**config.mk**
```make
export PLATFORM = sky130hd
export DESIGN_NAME = fetch_unit
export DESIGN_NICKNAME = d
export VERILOG_FILES = /design/src/rtl/fetch_unit_pkg.sv /design/src/rtl/fetch_unit_cla.sv /design/src/rtl/fetch_unit.sv
export SDC_FILE = /design/constraint.sdc
export NUM_CORES = 1
export LEC_CHECK = 0
export BUFFER_PORTS_ARGS = -buffer_cell sky130_fd_sc_hd__buf_2
export CAP_MARGIN = 20
export CELL_PAD_IN_SITES_DETAIL_PLACEMENT = 1
export CELL_PAD_IN_SITES_GLOBAL_PLACEMENT = 1
export CORE_MARGIN = 2
export CORE_UTILIZATION = 48
export DETAILED_ROUTE_END_ITERATION = 12
export HOLD_SLACK_MARGIN = 0.06
export PLACE_DENSITY_LB_ADDON = 0.1
export SYNTH_ARGS = -nofsm -noshare
export SYNTH_HDL_FRONTEND = slang
export SYNTH_HIERARCHICAL = 1
export SYNTH_SLANG_ARGS = --single-unit
```
**constraint.sdc**
```tcl
create_clock -name clk -period 4.5 [get_ports clk]
set_clock_uncertainty 0.15 [all_clocks]
set_input_delay 0.675 -clock clk [delete_from_list [all_inputs] [get_ports clk]]
set_output_delay 0.675 -clock clk [all_outputs]
set_load 0.03 [all_outputs]
```
**src/rtl/fetch_unit_pkg.sv**
```systemverilog
// Shared definitions for the instruction-fetch stage: FSM states, HALT opcode, PC step.
package fetch_unit_pkg;

  typedef enum logic [1:0] {
    IDLE    = 2'd0,
    REQ     = 2'd1,
    BLOCKED = 2'd2,
    HALTED  = 2'd3
  } fetch_state_t;

  localparam logic [3:0]  HALT_OP_DEFAULT = 4'hF;
  localparam logic [15:0] PC_STEP         = 16'h0002;

endpackage

```
**src/rtl/fetch_unit_cla.sv**
```systemverilog
// 16-bit carry-lookahead adder/subtractor (mode 0 = a+b, mode 1 = a-b), 4-bit groups.
module CLA_16bit (
  input  logic [15:0] a,
  input  logic [15:0] b,
  input  logic        mode,
  output logic [15:0] sum
);

  logic [15:0] bx, g, p, c;
  logic [2:0]  grp_g, grp_p;
  logic [3:0]  grp_c;

  always_comb begin
    bx = b ^ {16{mode}};
    g  = a & bx;
    p  = a ^ bx;
    for (int unsigned k = 0; k < 3; k++) begin
      grp_g[k] = g[4*k+3]
               | (p[4*k+3] & g[4*k+2])
               | (p[4*k+3] & p[4*k+2] & g[4*k+1])
               | (p[4*k+3] & p[4*k+2] & p[4*k+1] & g[4*k]);
      grp_p[k] = &p[4*k +: 4];
    end
    grp_c[0] = mode;
    for (int unsigned k = 1; k < 4; k++)
      grp_c[k] = grp_g[k-1] | (grp_p[k-1] & grp_c[k-1]);
    c = '0;
    for (int unsigned k = 0; k < 4; k++) begin
      c[4*k] = grp_c[k];
      for (int unsigned j = 1; j < 4; j++)
        c[4*k+j] = g[4*k+j-1] | (p[4*k+j-1] & c[4*k+j-1]);
    end
    sum = p ^ c;
  end

endmodule

```
**src/rtl/fetch_unit.sv**
```systemverilog
// Instruction-fetch stage: PC, imem request FSM, IF/ID register with one-entry skid buffer.
module fetch_unit
  import fetch_unit_pkg::*;
#(
  parameter logic [15:0] RESET_PC = 16'h0000,
  parameter logic [3:0]  HALT_OP  = HALT_OP_DEFAULT
) (
  input  logic        clk,
  input  logic        rst_n,
  input  logic        stall,
  input  logic        branch_taken,
  input  logic [15:0] branch_pc,
  output logic        imem_req,
  output logic [15:0] imem_addr,
  input  logic        imem_ready,
  input  logic [15:0] imem_data,
  output logic        ifid_valid,
  output logic [15:0] ifid_instr,
  output logic [15:0] ifid_pc,
  output logic        halted
);

  fetch_state_t state;
  logic [15:0]  pc, pc_plus2, squash_addr, redirect_pc;
  logic         squash;
  logic         skid_valid;
  logic [15:0]  skid_instr, skid_pc;
  logic         deliver, to_ifid, is_halt;

  CLA_16bit u_pc_adder (
    .a    (pc),
    .b    (PC_STEP),
    .mode (1'b0),
    .sum  (pc_plus2)
  );

  assign redirect_pc = branch_pc & 16'hFFFE;
  assign deliver     = (state == REQ) && imem_ready && !squash;
  assign to_ifid     = !stall || !ifid_valid;
  assign is_halt     = (imem_data[15:12] == HALT_OP);

  // While a squashed response is outstanding the bus keeps the old address; pc already holds the target.
  assign imem_addr = squash ? squash_addr : pc;
  assign imem_req  = (state == REQ);
  assign halted    = (state == HALTED);

  always_ff @(posedge clk or negedge rst_n) begin
    if (!rst_n) begin
      state       <= IDLE;
      pc          <= RESET_PC;
      squash      <= 1'b0;
      squash_addr <= '0;
      ifid_valid  <= 1'b0;
      ifid_instr  <= '0;
      ifid_pc     <= '0;
      skid_valid  <= 1'b0;
      skid_instr  <= '0;
      skid_pc     <= '0;
    end else if (branch_taken) begin
      state      <= REQ;
      pc         <= redirect_pc;
      ifid_valid <= 1'b0;
      skid_valid <= 1'b0;
      squash     <= (state == REQ) && !imem_ready;
      if ((state == REQ) && !imem_ready && !squash)
        squash_addr <= pc;
    end else begin
      case (state)
        IDLE: state <= REQ;
        REQ: begin
          if (imem_ready) begin
            if (squash)        squash <= 1'b0;
            else if (is_halt)  state  <= HALTED;
            else if (!to_ifid) state  <= BLOCKED;
            else               pc     <= pc_plus2;
          end
        end
        BLOCKED: begin
          if (!stall) begin
            state <= REQ;
            pc    <= pc_plus2;
          end
        end
        default: ;
      endcase

      if (deliver && to_ifid) begin
        ifid_valid <= 1'b1;
        ifid_instr <= imem_data;
        ifid_pc    <= pc;
      end else if (deliver) begin
        skid_valid <= 1'b1;
        skid_instr <= imem_data;
        skid_pc    <= pc;
      end else if (!stall && skid_valid) begin
        ifid_valid <= 1'b1;
        ifid_instr <= skid_instr;
        ifid_pc    <= skid_pc;
        skid_valid <= 1'b0;
      end else if (!stall) begin
        ifid_valid <= 1'b0;
      end
    end
  end

endmodule

```
==> flow_summary.ini, run 1 <==
[die]
core-area_sq_um = 10700
rows = 38
die_area_sq_um = 11800
initial_core_util_pct = 48.8
die_x_microns = 109
dieHeight_microns = 109
io_pins = 88

[cts]
cts_tree = yes
path_clk_slew_ps = 100
cts_buffers = 9
postCtsSetupRepairBufs = 0
cts.htree.levels = 3
hold_buffers = 0
clockBufferDepth = 2
clock_latency_ps = 370
cts.sinks = 101
clockRootBuffer = clkbuf_8
cts-resized-gates = 0

[setup_path]
cp-end-kind = flop
cp.arrival_ps = 3430
path_class = flop to flop
cp_cell_sequence = ha_1, a21oi_1, o22ai_2, nor2_2, o21ai_1, nand2_1, fa_1, fa_1, fa_1, xnor2_1, xnor2_1, nor2_1, a21oi_1
crit_path_max_incr_delay_ps = 520
worstRegToRegCells = 13
reg2reg_from = pc[2]
rr_endpoint = pc[15]
critPathSlowestCell = dfrtp_1
crit_fanout = 7
required_ps = 4640
cp-start-kind = flop
reg2reg_slack_ps = 1210
worst_path_most_repeated_cell = fa_1

[power]
power_density_nw_per_um2 = 498
p_leak_nw = 2.75
vdd_ir_drop_max_mv = 0.186

[sta]
worst_slew_pin_slew_ps = 931
relSlewSlack_pct = 37.9
finalSetupViolations = 0
maxSlewViolCount = 0
fin_crit_sh_pct = 73.1
layout_setup_ws_ps = 1210
timing.setup.tns_ps = 0
max_freq_ghz = 0.304
rsz0062_at_grt = false
hold_viol = 0
min_period_ps = 3290

[drt]
viasPerCell = 5.56
avgRoutedWirePerCell_microns = 18.6
remaining_drc_errors = 0
ant_nets = 0
firstDrtPassIters = 4
drt_iter0_drc = 156
routed_wl_microns = 13100
vias = 3901

[global_route]
antenna_found_initial = 0
grt_pass1_vias = 4184
grt_overflow = 0
grt_pass1_wl_microns = 21700
track_usage_pct = 23.8
grt_max_degree = 72

[synthesis]
ys_types = 43
async_flop_share_pct = 100
synth_edf_count = 0
seq_area_frac_synth_pct = 48.2
ys.flop_type = dfrtp_1
synthCells = 468
yosysWarnings = 6
ys_ff_latch = 101
syn_avg_cell_area_sq_um = 11.2
syn_area_sq_um = 5250

[placement]
place_ws_ps = 1270
hpwl_microns = 8960
io_buffer_count = 86
dp_cells = 686
gp_congestion = 0.801

[cells_and_area]
drive_above_1_share_pct = 32.6
fin_nets = 618
fin_cells = 702
area_growth_pct = 14.2
antenna_cells = 0

[flow_run]
drv_cap = 0

[hold_path]
min_path_type = input pin to asynchronous set/reset pin

[outcome]
status = complete, no violations
how the worst max path moves through the flow:
stage / start / to / slack, ps
final: pc[2] / pc[15] / 1210
after global routing: pc[2] / pc[15] / 1020
after CTS: pc[2] / pc[15] / 1220
after detailed placement: pc[2] / pc[15] / 1270
after global placement: squash / skid_instr[3] / 1320
after floorplan: pc[2] / pc[15] / 1650
where the power goes:
group          internal (mW)  switching (mW)
Sequential              1.15           0.180
Clock                  0.285           0.316
Combinational          0.422           0.631
Total                   1.86            1.13
Yosys cell counts (5+ instances only):
library cell | n | area [sq um]
ha_1 | 12 | 150
buf_4 | 6 | 45.0
xor2_1 | 15 | 131
xnor2_1 | 7 | 61.3
nand2_1 | 5 | 18.8
a21oi_1 | 54 | 270
o21ai_0 | 5 | 25.0
dfrtp_1 | 101 | 2530
nor2_1 | 52 | 195
buf_2 | 8 | 40.0
o22ai_1 | 32 | 200
inv_1 | 30 | 113
clkbuf_1 | 6 | 22.5
o32ai_1 | 15 | 131
buf_6 | 6 | 67.6
fa_1 | 11 | 220
mux2_2 | 63 | 709
critical path: cells and delay by family (launching register included):
| kind | cells | cell delay (ps) |
|---|---|---|
| flops | 1 | 520 |
| simple gates | 3 | 240 |
| xor+xnor | 2 | 360 |
| compound gates | 4 | 510 |
| fa+ha+maj | 4 | 1420 |
layer usage:
| metal | vias up | wire [microns] | global-route usage (%) |
|---|---|---|---|
| met5 | - | 0 | 0 |
| met4 | 0 | 104 | 5.77 |
| met3 | 7 | 514 | 3.74 |
| met2 | 79 | 6420 | 40.1 |
| met1 | 2006 | 6040 | 32.3 |
| li1 | 1809 | - | - |
area by class of cell:
class | instances | area (sq um)
Inverter | 31 | 116
Tap cell | 140 | 175
Fill cell | 1212 | 4750
Sequential cell | 101 | 2530
Clock inverter | 3 | 45.0
Clock buffer | 12 | 155
Multi-Input combinational cell | 322 | 2480
Timing Repair Buffer | 93 | 489
cells by family (layout without fill, tap and decap cells):
group	Yosys count	count (layout)	synth area share (%)
compound gates	116	116	13.7
flops	101	101	48.2
simple gates	77	77	7.34
mux	66	66	14.1
buf+inv	61	139	5.84
fa+ha+maj	23	23	7.06
xor+xnor	22	22	3.67
other cells	2	18	0.143
cell usage in the layout, fill, tap and decap left out, types with 4 or more instances in the layout:
cell type    n
a21oi_1     53
buf_2       85
buf_4        7
clkbuf_8    11
conb_1      18
dfrtp_1    101
fa_1        11
ha_1        12
inv_1       30
mux2_2      63
nand2_1      5
nand3_1      4
nor2_1      52
o21ai_0      5
o22ai_1     32
o32ai_1     15
xnor2_1      7
xor2_1      15
stage by stage:
step	utilization (%)	hold WS, ps	area, sq um	total power [mW]
3_3_place_gp	53.8	318	5780	2.34
2_1_floorplan	-	229	5310	2.08
6_report	55.8	295	5990	2.99
3_5_place_dp	53.8	339	5780	2.40
5_1_grt	55.8	355	5990	3.18
4_1_cts	55.7	317	5980	3.00
state kept, by name, summed over array words and instances (netlist names):
register,cells
ifid_pc,16
skid_valid,1
squash,1
squash_addr,16
skid_pc,16
skid_instr,16
pc,16
ifid_instr,16
ifid_valid,1
state,2
(Power assumes the default switching activity.)
==> run 2, diff against run 1 <==
- ABC_AREA: default -> 1
- CORE_UTILIZATION: 48 -> 38
- clock period: 4.5 -> 2.95 ns (I/O delays scaled with it)
==> run 2 against run 1 <==
Against the previous run:
- sequential share of layout area shrank 4.4 points
- clock power up 120%
- utilization fell by 9.5 points
- final area grew 12%
- count of clock-buffer cells in the layout is 1 lower
- largest cell class is now multi-input combinational cells
- largest power group is now combinational cells
- highest routed layer unchanged
==> flow_summary.ini, run 2 <==
[outcome]
status = complete, no violations

[drt]
viasPerCell = 4.79
vias = 4855
firstDrtPassIters = 4
ant_nets = 0
avgRoutedWirePerCell_microns = 14.7
routed_wl_microns = 14900
drt_iter0_drc = 312
remaining_drc_errors = 0

[sta]
min_period_ps = 2920
finalSetupViolations = 0
maxSlewViolCount = 0
layout_setup_ws_ps = 34.2
hold_viol = 0
fin_crit_sh_pct = 98.8
rsz0062_at_grt = true
worst_slew_pin_slew_ps = 659
relSlewSlack_pct = 56.0
max_freq_ghz = 0.343

[global_route]
antenna_found_initial = 0
grt_overflow = 0
track_usage_pct = 19.8
grt_max_degree = 65
grt_pass1_wl_microns = 25500
grt_pass1_vias = 5104

[cells_and_area]
layout_commonest_cell = nand2_1
fin_cells = 1013
seqCellArea_sq_um = 2530
antenna_cells = 0
fillers = 1830
fin_nets = 884
layout_common_cells = nand2_1 (298), dfrtp_1 (101), o21ai_0 (88)
multi_input_area_sq_um = 2690
drive_above_1_share_pct = 18.3
area_growth_pct = 19.0
finish.instance_area_sq_um = 6690

[die]
dieHeight_microns = 126
die_area_sq_um = 15800
die_x_microns = 126
io_pins = 88
rows = 44
initial_core_util_pct = 38.8
core-area_sq_um = 14500

[power]
p_leak_nw = 3.71
power_density_nw_per_um2 = 1050
vdd_ir_drop_max_mv = 0.500
power.total_mw = 7.05

[synthesis]
ys_ff_latch = 101
syn_avg_cell_area_sq_um = 7.76
seq_area_frac_synth_pct = 44.9
yosysWarnings = 6
synth.area.top_cells = dfrtp_1 (45%), nand2_1 (20%), o21ai_0 (7.8%)
yosys-top-cells-count = nand2_1 (299), dfrtp_1 (101), o21ai_0 (88)
async_flop_share_pct = 100
synth_edf_count = 0
synthCells = 725
synth_largest_area_cell = dfrtp_1
ys.flop_type = dfrtp_1
post-synth-top-count-cell = nand2_1
synth_top_area_share_pct = 44.9
syn_area_sq_um = 5620
ys_types = 32

[placement]
dp_cells = 993
place_ws_ps = -105
gp_congestion = 0.791
hpwl_microns = 10400
io_buffer_count = 86
placed_area_sq_um = 6280

[cts]
clockRootBuffer = clkbuf_16
cts.htree.levels = 3
cts.sinks = 101
clock_latency_ps = 340
clockBufferDepth = 2
cts_buffers = 9
path_clk_slew_ps = 70
cts_tree = yes

[setup_path]
cp-start-kind = flop
crit_fanout = 2
cp-end-kind = flop
cp.arrival_ps = 3050
path_class = flop to flop
required_ps = 3080

[flow_run]
drv_cap = 0

[hold_path]
min_path_type = input pin to flop
-- run 2: cell types whose count changed after synthesis, moves of 9 or more --
cell and change:
o22ai_1 -32, buf_2 +9, o21ai_1 +12, o32ai_1 -15, inv_1 +46, nand2_1 +294
o21ai_0 +83, nand3_1 +24, a21oi_1 -52, mux2_2 -63, nor2_1 -38
-- run 2: metal layers --
metal | routed length, microns | part of all wire [%] | track usage [%] | up-vias
li1 | - | - | - | 2416
met1 | 6900 | 46 | 25.7 | 2345
met2 | 7320 | 49 | 34.8 | 80
met3 | 434 | 2.9 | 1.95 | 14
met4 | 242 | 1.6 | 6.60 | 0
met5 | 0 | 0 | 0 | -
-- run 2: worst max-delay path: stages, from the launching register on --
cell     delay (ps)
dfrtp_1         390
ha_2            190
inv_2            40
nor2_2           90
nor2_1           40
nand2_1          80
nand2_1          70
nand2_2          90
a21oi_2          60
fa_2            340
fa_2            360
fa_2            360
xnor2_2         170
xnor2_1         140
nand2_1          70
nand2_1          60
nand3_1          80
nand2_1          90
-- run 2: worst paths after layout --
path | slack (ps) | startpoint | depth (start not counted) | to
min in group asynchronous | 500 | rst_n | 2 | ifid_instr[9]
worst max-delay path | 30 | pc[1] | 17 | pc[15]
worst min-delay path | 210 | imem_data[4] | 3 | skid_instr[4]
max in group asynchronous | 1390 | rst_n | 3 | skid_pc[15]
worst max register to register | 30 | pc[1] | 17 | pc[15]
worst min register to register | 330 | ifid_instr[8] | 2 | ifid_instr[8]
-- run 2: metrics by stage --
stage               hold WS, ps  utilization (%)  TNS, ps
CTS                         196             45.9        0
floorplan                 -3.09                -        0
global placement            306             43.4    -12.3
global route                217             46.2     -195
detailed placement          310             43.4     -105
finish                      210             46.2        0
-- run 2: timing repair --
item,4_1_cts,5_1_grt
hold buffers,1,0
cloned,0,0
setup buffers,0,3
hold endpoints to repair,47,0
endpoints found under the setup margin,1,4
resized for setup,5,9
pin swaps,2,6
-- run 2: cells by family after synthesis --
family / after synthesis / share of synthesized area (%)
fa+ha+maj: 23 / 6.59
mux: 1 / 0.178
simple gates: 356 / 25.8
compound gates: 106 / 9.63
buf+inv: 114 / 9.30
flops: 101 / 44.9
xor+xnor: 22 / 3.43
other cells: 2 / 0.134
-- run 2: report_power, final --
group          leakage [nW]  switching [mW]  internal [mW]
sequential             1.31           0.359           1.93
clock                 0.152           0.538          0.769
combinational          2.25            2.28           1.18
total                  3.71            3.17           3.88
-- run 2: cell type report --
| type | instances | area share, % |
|---|---|---|
| Clock buffer | 11 | 3.63 |
| Multi-Input combinational cell | 526 | 40.2 |
| Inverter | 78 | 4.38 |
| Clock inverter | 5 | 1.25 |
| Sequential cell | 101 | 37.8 |
| Tap cell | 184 | 3.44 |
| Timing Repair Buffer | 108 | 9.35 |
